File: src/rtl/msg_transmit_simulation.sv
// msg_transmit_simulation
// Simulation-only message source. Each rising edge of msg_sim_en_i seen while
// idle emits one frame on a 128-bit valid-qualified stream:
//   header beat, ceil(L/16) payload beats, tail beat (16-bit payload checksum).
// One cycle after the tail beat, msg_state_done_pluse_o pulses.
//
// Ports:
//   sys_clk_i              system clock, rising edge
//   rst_i                  synchronous active-high reset
//   msg_sim_en_i           trigger, rising edge starts a frame
//   sim_*                  static frame configuration, sampled at start
//   msg_sim_vld_o          beat valid
//   msg_sim_data_o         beat data (0 whenever valid is low)
//   msg_state_done_pluse_o one-cycle frame-complete pulse
//   msg_sim_state_o        current FSM state (debug)
//
// Handshake: msg_sim_vld_o qualifies msg_sim_data_o; there is no ready, the
// consumer must accept every beat in the cycle it is valid.
module msg_transmit_simulation #(
    parameter logic [7:0] PAYLOAD_SEED = 8'h00
) (
    input  logic         sys_clk_i,
    input  logic         rst_i,
    input  logic         msg_sim_en_i,
    output logic         msg_state_done_pluse_o,
    input  logic [31:0]  sim_frame_header,
    input  logic [15:0]  sim_frame_len,
    input  logic [3:0]   sim_frame_type,
    input  logic [15:0]  sim_frame_cnt,
    input  logic [7:0]   sim_src_id,
    input  logic [7:0]   sim_des_id,
    input  logic [7:0]   sim_data_type,
    input  logic [7:0]   sim_data_channel,
    input  logic [15:0]  sim_data_field_len,
    output logic         msg_sim_vld_o,
    output logic [127:0] msg_sim_data_o,
    output logic [1:0]   msg_sim_state_o
);

    localparam logic [1:0] ST_IDLE = 2'd0;
    localparam logic [1:0] ST_HEAD = 2'd1;
    localparam logic [1:0] ST_PAY  = 2'd2;
    localparam logic [1:0] ST_TAIL = 2'd3;

    logic [1:0]   state_q, state_d;
    logic         en_q;
    logic         vld_q, vld_d;
    logic [127:0] data_q, data_d;
    logic         done_q, done_d;
    logic [15:0]  len_q, len_d;      // payload length L captured at start
    logic [16:0]  off_q, off_d;      // payload bytes already emitted
    logic [15:0]  csum_q, csum_d;    // running payload checksum

    logic         start;
    logic [16:0]  l_round;
    logic [15:0]  frame_len_c;
    logic [127:0] hdr_beat;
    logic [127:0] pay_beat;
    logic [15:0]  pay_sum;
    logic [16:0]  k_c;
    logic [7:0]   b_c;

    assign start = msg_sim_en_i & ~en_q & (state_q == ST_IDLE);

    // Auto length = header + rounded payload + tail, each 16 bytes; wraps at 16 bits.
    assign l_round     = {1'b0, sim_data_field_len} + 17'd15;
    assign frame_len_c = (sim_frame_len != 16'h0000) ? sim_frame_len
                                                     : ({l_round[15:4], 4'b0000} + 16'd32);

    // The header beat is built straight from the inputs on the start edge, so
    // only L needs to be held for the remainder of the frame.
    assign hdr_beat = {sim_frame_header, frame_len_c, sim_frame_type, 12'h000,
                       sim_frame_cnt, sim_src_id, sim_des_id, sim_data_type,
                       sim_data_channel, sim_data_field_len};

    // Next payload beat: byte j carries index off_q+j, zero past the end of L.
    always_comb begin
        pay_beat = '0;
        pay_sum  = '0;
        k_c      = '0;
        b_c      = '0;
        for (int j = 0; j < 16; j++) begin
            k_c = off_q + 17'(j);
            if (k_c < {1'b0, len_q}) begin
                b_c = PAYLOAD_SEED + k_c[7:0];
                pay_beat[127-8*j -: 8] = b_c;
                pay_sum = pay_sum + {8'h00, b_c};
            end
        end
    end

    always_comb begin
        state_d = state_q;
        vld_d   = vld_q;
        data_d  = data_q;
        done_d  = 1'b0;
        len_d   = len_q;
        off_d   = off_q;
        csum_d  = csum_q;
        case (state_q)
            ST_IDLE: begin
                vld_d  = 1'b0;
                data_d = '0;
                if (start) begin
                    len_d   = sim_data_field_len;
                    off_d   = '0;
                    csum_d  = '0;
                    vld_d   = 1'b1;
                    data_d  = hdr_beat;
                    state_d = ST_HEAD;
                end
            end
            ST_HEAD, ST_PAY: begin
                // Payload remains while fewer than L bytes have been sent;
                // with L = 0 this sends the header straight to the tail.
                if (off_q < {1'b0, len_q}) begin
                    data_d  = pay_beat;
                    csum_d  = csum_q + pay_sum;
                    off_d   = off_q + 17'd16;
                    state_d = ST_PAY;
                end else begin
                    data_d  = {csum_q, 112'h0};
                    state_d = ST_TAIL;
                end
            end
            ST_TAIL: begin
                vld_d   = 1'b0;
                data_d  = '0;
                done_d  = 1'b1;
                state_d = ST_IDLE;
            end
            default: begin
                vld_d   = 1'b0;
                data_d  = '0;
                state_d = ST_IDLE;
            end
        endcase
    end

    always_ff @(posedge sys_clk_i) begin
        if (rst_i) begin
            state_q <= ST_IDLE;
            en_q    <= 1'b0;
            vld_q   <= 1'b0;
            data_q  <= '0;
            done_q  <= 1'b0;
            len_q   <= '0;
            off_q   <= '0;
            csum_q  <= '0;
        end else begin
            state_q <= state_d;
            en_q    <= msg_sim_en_i;
            vld_q   <= vld_d;
            data_q  <= data_d;
            done_q  <= done_d;
            len_q   <= len_d;
            off_q   <= off_d;
            csum_q  <= csum_d;
        end
    end

    assign msg_sim_vld_o          = vld_q;
    assign msg_sim_data_o         = data_q;
    assign msg_state_done_pluse_o = done_q;
    assign msg_sim_state_o        = state_q;

endmodule

File: config.mk
export PLATFORM = sky130hd
export DESIGN_NAME = msg_transmit_simulation
export DESIGN_NICKNAME = d
export VERILOG_FILES = /design/src/rtl/msg_transmit_simulation.sv
export SDC_FILE = /design/constraint.sdc
export NUM_CORES = 1
export LEC_CHECK = 0
export ABC_AREA = 1
export ABC_CLOCK_PERIOD_IN_PS = 42400
export CAP_MARGIN = 20
export CORE_ASPECT_RATIO = 1.4
export CORE_MARGIN = 2
export CORE_UTILIZATION = 30
export CTS_CLUSTER_SIZE = 16
export DETAILED_ROUTE_END_ITERATION = 10
export GPL_ROUTABILITY_DRIVEN = 0
export PLACE_DENSITY = 0.56
export SETUP_SLACK_MARGIN = 0.05
export SYNTH_ARGS = -nofsm -noshare
export SYNTH_HDL_FRONTEND = slang
export SYNTH_SLANG_ARGS = --single-unit
File: constraint.sdc
create_clock -name sys_clk_i -period 42.4 [get_ports sys_clk_i]
set_input_delay 8.48 -clock sys_clk_i [delete_from_list [all_inputs] [get_ports sys_clk_i]]
set_output_delay 8.48 -clock sys_clk_i [all_outputs]
set_load 0.02 [all_outputs]
### After elaboration in Yosys (flattened, before gate mapping)

Cells that the tools add are included.
Widths: inputs -> output; s select.

* flip-flop bits (word level): 182
* bits in latches: 0
* memory bits (writable): 0
* memory bits (read-only): 0
* output and inout bits: 132
* memories kept: 0

* $add $sub $neg: 34
* multipliers: 0
* divide/modulo/power cells: 0
* magnitude comparators: 16
* equality and inequality tests: 5
* shift-type cells: 0
* mux-type cells: 47
* bitwise logic cells: 3
* reductions and logical operators: 7

Operators with widths (count)
* $pmux 128 s3: 1
* $mux 16: 18
* $lt 17x16->1: 16
* $mux 128: 2
* $add 16x8->16: 15
* $add 17x4->17 const B: 8
* $mux 8: 16
* $add 17x3->17 const B: 4
* $add 17x2->17 const B: 2
* $mux 17: 2
* $pmux 17 s2: 1
* $pmux 16 s2: 1
* $add 17x1->17 const B: 1
* $add 17x5->17 const B: 1
* $add 16x16->16: 1
* $add 16x4->16 const B: 1
* $add 16x6->16 const B: 1
* $reduce_bool 16->1: 1
* $pmux 2 s3: 1
* $eq 2x2->1 const B: 2
* $ne 2x2->1 const B: 2
* $reduce_bool 2->1: 2
* $mux 1: 3
* $reduce_and 3->1: 1
* 8 further kinds: 9

### Depth between registers and ports, before layout

* depth after elaboration: 35
* mapped depth: 95

### Worst setup path after synthesis

OpenSTA, ideal clock, no wires.

* path kind: reg2reg
* from: register off_q[6]
* to: register csum_q[14]
* setup time: 0.122 ns
* data arrival time: 13.895 ns
* required time: 42.278 ns
* setup slack: 28.383 ns
* cell stages (with the launch flop): 91
* path buffers: 0
* path through: dfxtp_1 -> ha_1 -> a21oi_1 -> o221ai_1 -> nand2_1 -> nand3_1 -> nor2_1 -> inv_1 -> fa_1 -> or2_2 -> a21oi_1 -> a21oi_1 -> ha_1 -> or2_2 -> nand3_1 -> nand2_1 -> ha_1 -> a21oi_1 -> (+55 left out) -> xnor2_1 -> inv_1 -> ha_1 -> inv_1 -> nor2_1 -> o21ai_0 -> nand2_1 -> nand2_1 -> inv_1 -> nor2_1 -> inv_1 -> a21oi_1 -> inv_1 -> a21oi_1 -> nor2_1 -> nor2_1 -> xor2_1 -> o21ai_0

* cells in the longest elaborated chain, start to end: 35

RTL lines
* from (decl): line 51 `logic [16:0] off_q, off_d;`
* from (signal assigned): line 148 `off_q <= '0;`
* from (signal assigned): line 157 `off_q <= off_d;`
* $lt 17x16->1: line 84, 116
* $mux 8: line 84 `if (k_c < {1'b0, len_q}) begin`
* $add 16x8->16: line 87 `pay_sum = pay_sum + {8'h00, b_c};`
* $mux 16: line 84
* $add 16x8->16: line 87
* $mux 16: line 84
* $add 16x8->16: line 87
* $mux 16: line 84
* (+19 left out)
* $mux 16: line 84
* $add 16x8->16: line 87
* $mux 16: line 84
* $add 16x8->16: line 87
* $mux 16: line 84
* $add 16x16->16: line 118 `csum_d = csum_q + pay_sum;`
* $mux 16: line 116 `if (off_q < {1'b0, len_q}) begin`
* $pmux 16 s2: line 100 `case (state_q)`
* to (signal assigned): line 158 `csum_q <= csum_d;`
* to (decl): line 52 `logic [15:0] csum_q, csum_d;`

Parallel ways exist; a longest one is shown, timed or not. The select of a mux whose other input is x is not followed.
A chain may end at the register's enable or synchronous reset.

### Final worst setup path

* from: register len_q[10]
* to: register csum_q[14]

* cells in the longest elaborated chain, start to end: 35

RTL lines
* from (decl): line 50 `logic [15:0] len_q, len_d;`
* from (signal assigned): line 156 `len_q <= len_d;`
* $lt 17x16->1: line 84, 116
* $mux 8: line 84
* $add 16x8->16: line 87
* $mux 16: line 84
* $add 16x8->16: line 87
* $mux 16: line 84
* $add 16x8->16: line 87
* $mux 16: line 84
* (+19 left out)
* $mux 16: line 84
* $add 16x8->16: line 87
* $mux 16: line 84
* $add 16x8->16: line 87
* $mux 16: line 84
* $add 16x16->16: line 118
* $mux 16: line 116
* $pmux 16 s2: line 100

Parallel ways exist; a longest one is shown, timed or not. The select of a mux whose other input is x is not followed.

==> results.yml <==
global_route:
  grtUsageTotal: 0.2015
  gr-total-overflow: 0
  grt_max_degree: 72
  grt_pass1_wl_mm: 77.52
  grt_pass1_vias: 14750
  antenna_found_initial: 0
worst_setup_path:
  worstSetupPathType: "flop to flop"
  critical-path-slowest-cell: "nand3_1"
  r2r_start: "len_q[10]$_SDFFE_PP0P_"
  crit_top_cell: "ha_1"
  reg2reg_depth: 91
  crit_path_end_kind: "flop"
  worstSetupStartpointType: "flop"
  regToRegEndpoint: "csum_q[14]$_SDFFE_PP0P_"
  worstPathMaxFanout: 15
  regToRegSetupSlack_ps: 26200
  required_ps: 42740
  arrival_ps: 16540
  slowest_delay_ps: 550
floorplanning:
  ios: 251
  core_area_um2: 46690
  initial_core_util: 0.3023
  fp-row-count: 94
  die_h_um: 260.7
  die_area_um2: 48830
  die_width_um: 187.3
logic_synthesis:
  synthMostInstantiatedCell: "nand2_1"
  ys_seq_elements: 173
  yosysSeqAreaShare: 0.2453
  synth-edff-count: 0
  synth_area_um2: 14120
  async_flop_share: 0
  synthTopCellsByArea: "dfxtp_1 25%, nand2_1 17%, ha_1 12%"
  ys_types: 58
  postSynthCellCount: 2219
  ys.flop_type: "dfxtp_1"
  synth_top_area_frac: 0.2453
  yosys_warnings: 0
  syn_avg_cell_area_um2: 6.361
  yosys.area.top_type: "dfxtp_1"
  synth_common_cells: "621 x nand2_1, 261 x inv_1, 205 x nor2_1"
timing:
  fmax_mhz: 61.72
  skew_ps: 15.86
  rsz0062_at_grt: "no"
  fin_crit_sh: 0.3821
  finalSetupTns_ps: 0
  tightest_slew_ps: 1015
  max_slew_margin: 0.3189
  finalMaxSlewViolations: 0
  finalCriticalPeriod_ps: 16200
  hold_violations: 0
  setup_viol: 0
cts:
  cts_tree: "done"
  numCtsBuffers: 17
  clockBufferDepth: 2
  ctsResizeCount: 0
  clk_pin_slew_ps: 80
  clk-insertion-delay-late_ps: 460
  cts_root_buffer: "clkbuf_16"
  cts_max_level: 4
  cts_setup_buffers: 0
  hold_buffers: 0
  cts.sinks: 173
cells_and_area:
  n_antenna_cell: 0
  drive_gt1_frac: 0.07469
  nFillCells: 5018
  final_nets: 2690
  area_delta_synth_final_pct: 25.89
placed_design:
  io_buffers: 248
  post-dp-hpwl_mm: 40.13
routing:
  vias: 14980
  wl_per_cell_um: 16.10
  wl_mm: 49.50
  first_pass_iters: 5
  ant_nets: 0
  viasPerCell: 4.873
  drcViolationCount: 0
  drtIter0Drc: 753
worst_hold_path:
  min_to: "msg_sim_vld_o$_SDFFE_PP0P_"
  holdPathStages: 1
  hp-class: "flop to flop"
  worstHoldStart: "msg_sim_vld_o$_SDFFE_PP0P_"
outcome:
  outcome: "complete, no violations"
flow_run:
  maxCapViolations: 0
[final cells by class]
cell class | count | area [um^2] | share of cell area
Multi-Input combinational cell | 1680 | 9235 | 0.5197
Sequential cell | 173 | 3463 | 0.1949
Timing Repair Buffer | 261 | 2575 | 0.1449
Inverter | 304 | 1144 | 0.06435
Tap cell | 624 | 780.7 | 0.04393
Clock buffer | 17 | 425.4 | 0.02394
Clock inverter | 15 | 147.6 | 0.008308
[worst max path at each step]
stage | startpoint | to | slack, ps | cells after the start
finish | len_q[10]$_SDFFE_PP0P_ | csum_q[14]$_SDFFE_PP0P_ | 26200 | 91
global route | len_q[10]$_SDFFE_PP0P_ | csum_q[14]$_SDFFE_PP0P_ | 24820 | 91
CTS | len_q[10]$_SDFFE_PP0P_ | csum_q[14]$_SDFFE_PP0P_ | 26240 | 91
detailed placement | len_q[10]$_SDFFE_PP0P_ | csum_q[14]$_SDFFE_PP0P_ | 26280 | 91
global placement | len_q[10]$_SDFFE_PP0P_ | csum_q[14]$_SDFFE_PP0P_ | 26750 | 91
floorplan | off_q[6]$_SDFFE_PP0P_ | csum_q[14]$_SDFFE_PP0P_ | 28380 | 90
[state kept, by name (all words and copies together) (netlist names)]
register / cells
msg_sim_data_o: 123
csum_q: 16
len_q: 16
off_q: 13
msg_sim_state_o: 2
en_q: 1
msg_sim_vld_o: 1
msg_state_done_pluse_o: 1
[kinds of logic (layout without fill, tap and decap cells)]
| logic type | Yosys count | after routing | synth area share |
|---|---|---|---|
| and+or+nand+nor | 1105 | 1105 | 0.3426 |
| other | 2 | 11 | 0.0005320 |
| DFF | 173 | 173 | 0.2453 |
| buffers and inverters | 375 | 597 | 0.1034 |
| xor gates and xnor gates | 62 | 62 | 0.04139 |
| adders and majority gates | 134 | 134 | 0.1198 |
| AOI/OAI and AO/OA | 368 | 368 | 0.1470 |
[through the flow]
stage	area, um^2	instances	hold WS, ps	setup WS [ps]	utilization
floorplan	14150	2228	442.7	28380	-
global placement	17200	3042	450.4	26750	0.3683
detailed placement	17200	3042	455.8	26280	0.3683
CTS	17770	3074	476.0	26240	0.3806
global route	17770	3074	514.7	24820	0.3806
finish	17770	3074	473.1	26200	0.3806
[layout by cell type, fill, tap and decap left out, types with 10 or more instances in the layout]
| cell type | Yosys | layout |
|---|---|---|
| inv_1 | 261 | 261 |
| nor2_2 | 13 | 13 |
| nand3_1 | 118 | 118 |
| o21ai_0 | 111 | 110 |
| or2_2 | 10 | 10 |
| nor3_1 | 24 | 24 |
| conb_1 | 2 | 11 |
| clkbuf_16 | 0 | 17 |
| nand2_4 | 11 | 11 |
| o21ai_1 | 48 | 49 |
| a21oi_1 | 111 | 111 |
| xor2_1 | 29 | 29 |
| a31oi_1 | 13 | 13 |
| nand3_2 | 10 | 10 |
| xnor2_1 | 29 | 29 |
| clkdlybuf4s50_1 | 0 | 247 |
| nand2_2 | 35 | 35 |
| nand4_1 | 28 | 28 |
| inv_2 | 35 | 35 |
| dfxtp_1 | 173 | 173 |
| ha_1 | 132 | 132 |
| o22ai_1 | 33 | 33 |
| buf_4 | 7 | 13 |
| a211oi_1 | 11 | 11 |
| nor2_1 | 205 | 204 |
| nand2_1 | 621 | 621 |
[critical path: cells and delay by family, from the launching register on]
family / cells / cell delay (ps)
AO/OA/AOI/OAI: 20 / 3070
XOR/XNOR: 7 / 1100
adder cells (fa/ha/maj): 17 / 5750
buffers and inverters: 13 / 880
flip-flops: 1 / 310
AND/OR/NAND/NOR: 34 / 4970
[per-layer routing]
| layer | vias up | global-route usage | part of all wire |
|---|---|---|---|
| li1 | 7604 | - | - |
| met3 | 104 | 0.02636 | 0.045 |
| met2 | 449 | 0.3798 | 0.50 |
| met5 | - | 0 | 0 |
| met4 | 0 | 0.1065 | 0.049 |
| met1 | 6823 | 0.2188 | 0.41 |
Power is left out: the tool's default activity adds up to more than one toggle a clock period on the data nets, which glitch-free logic cannot reach.
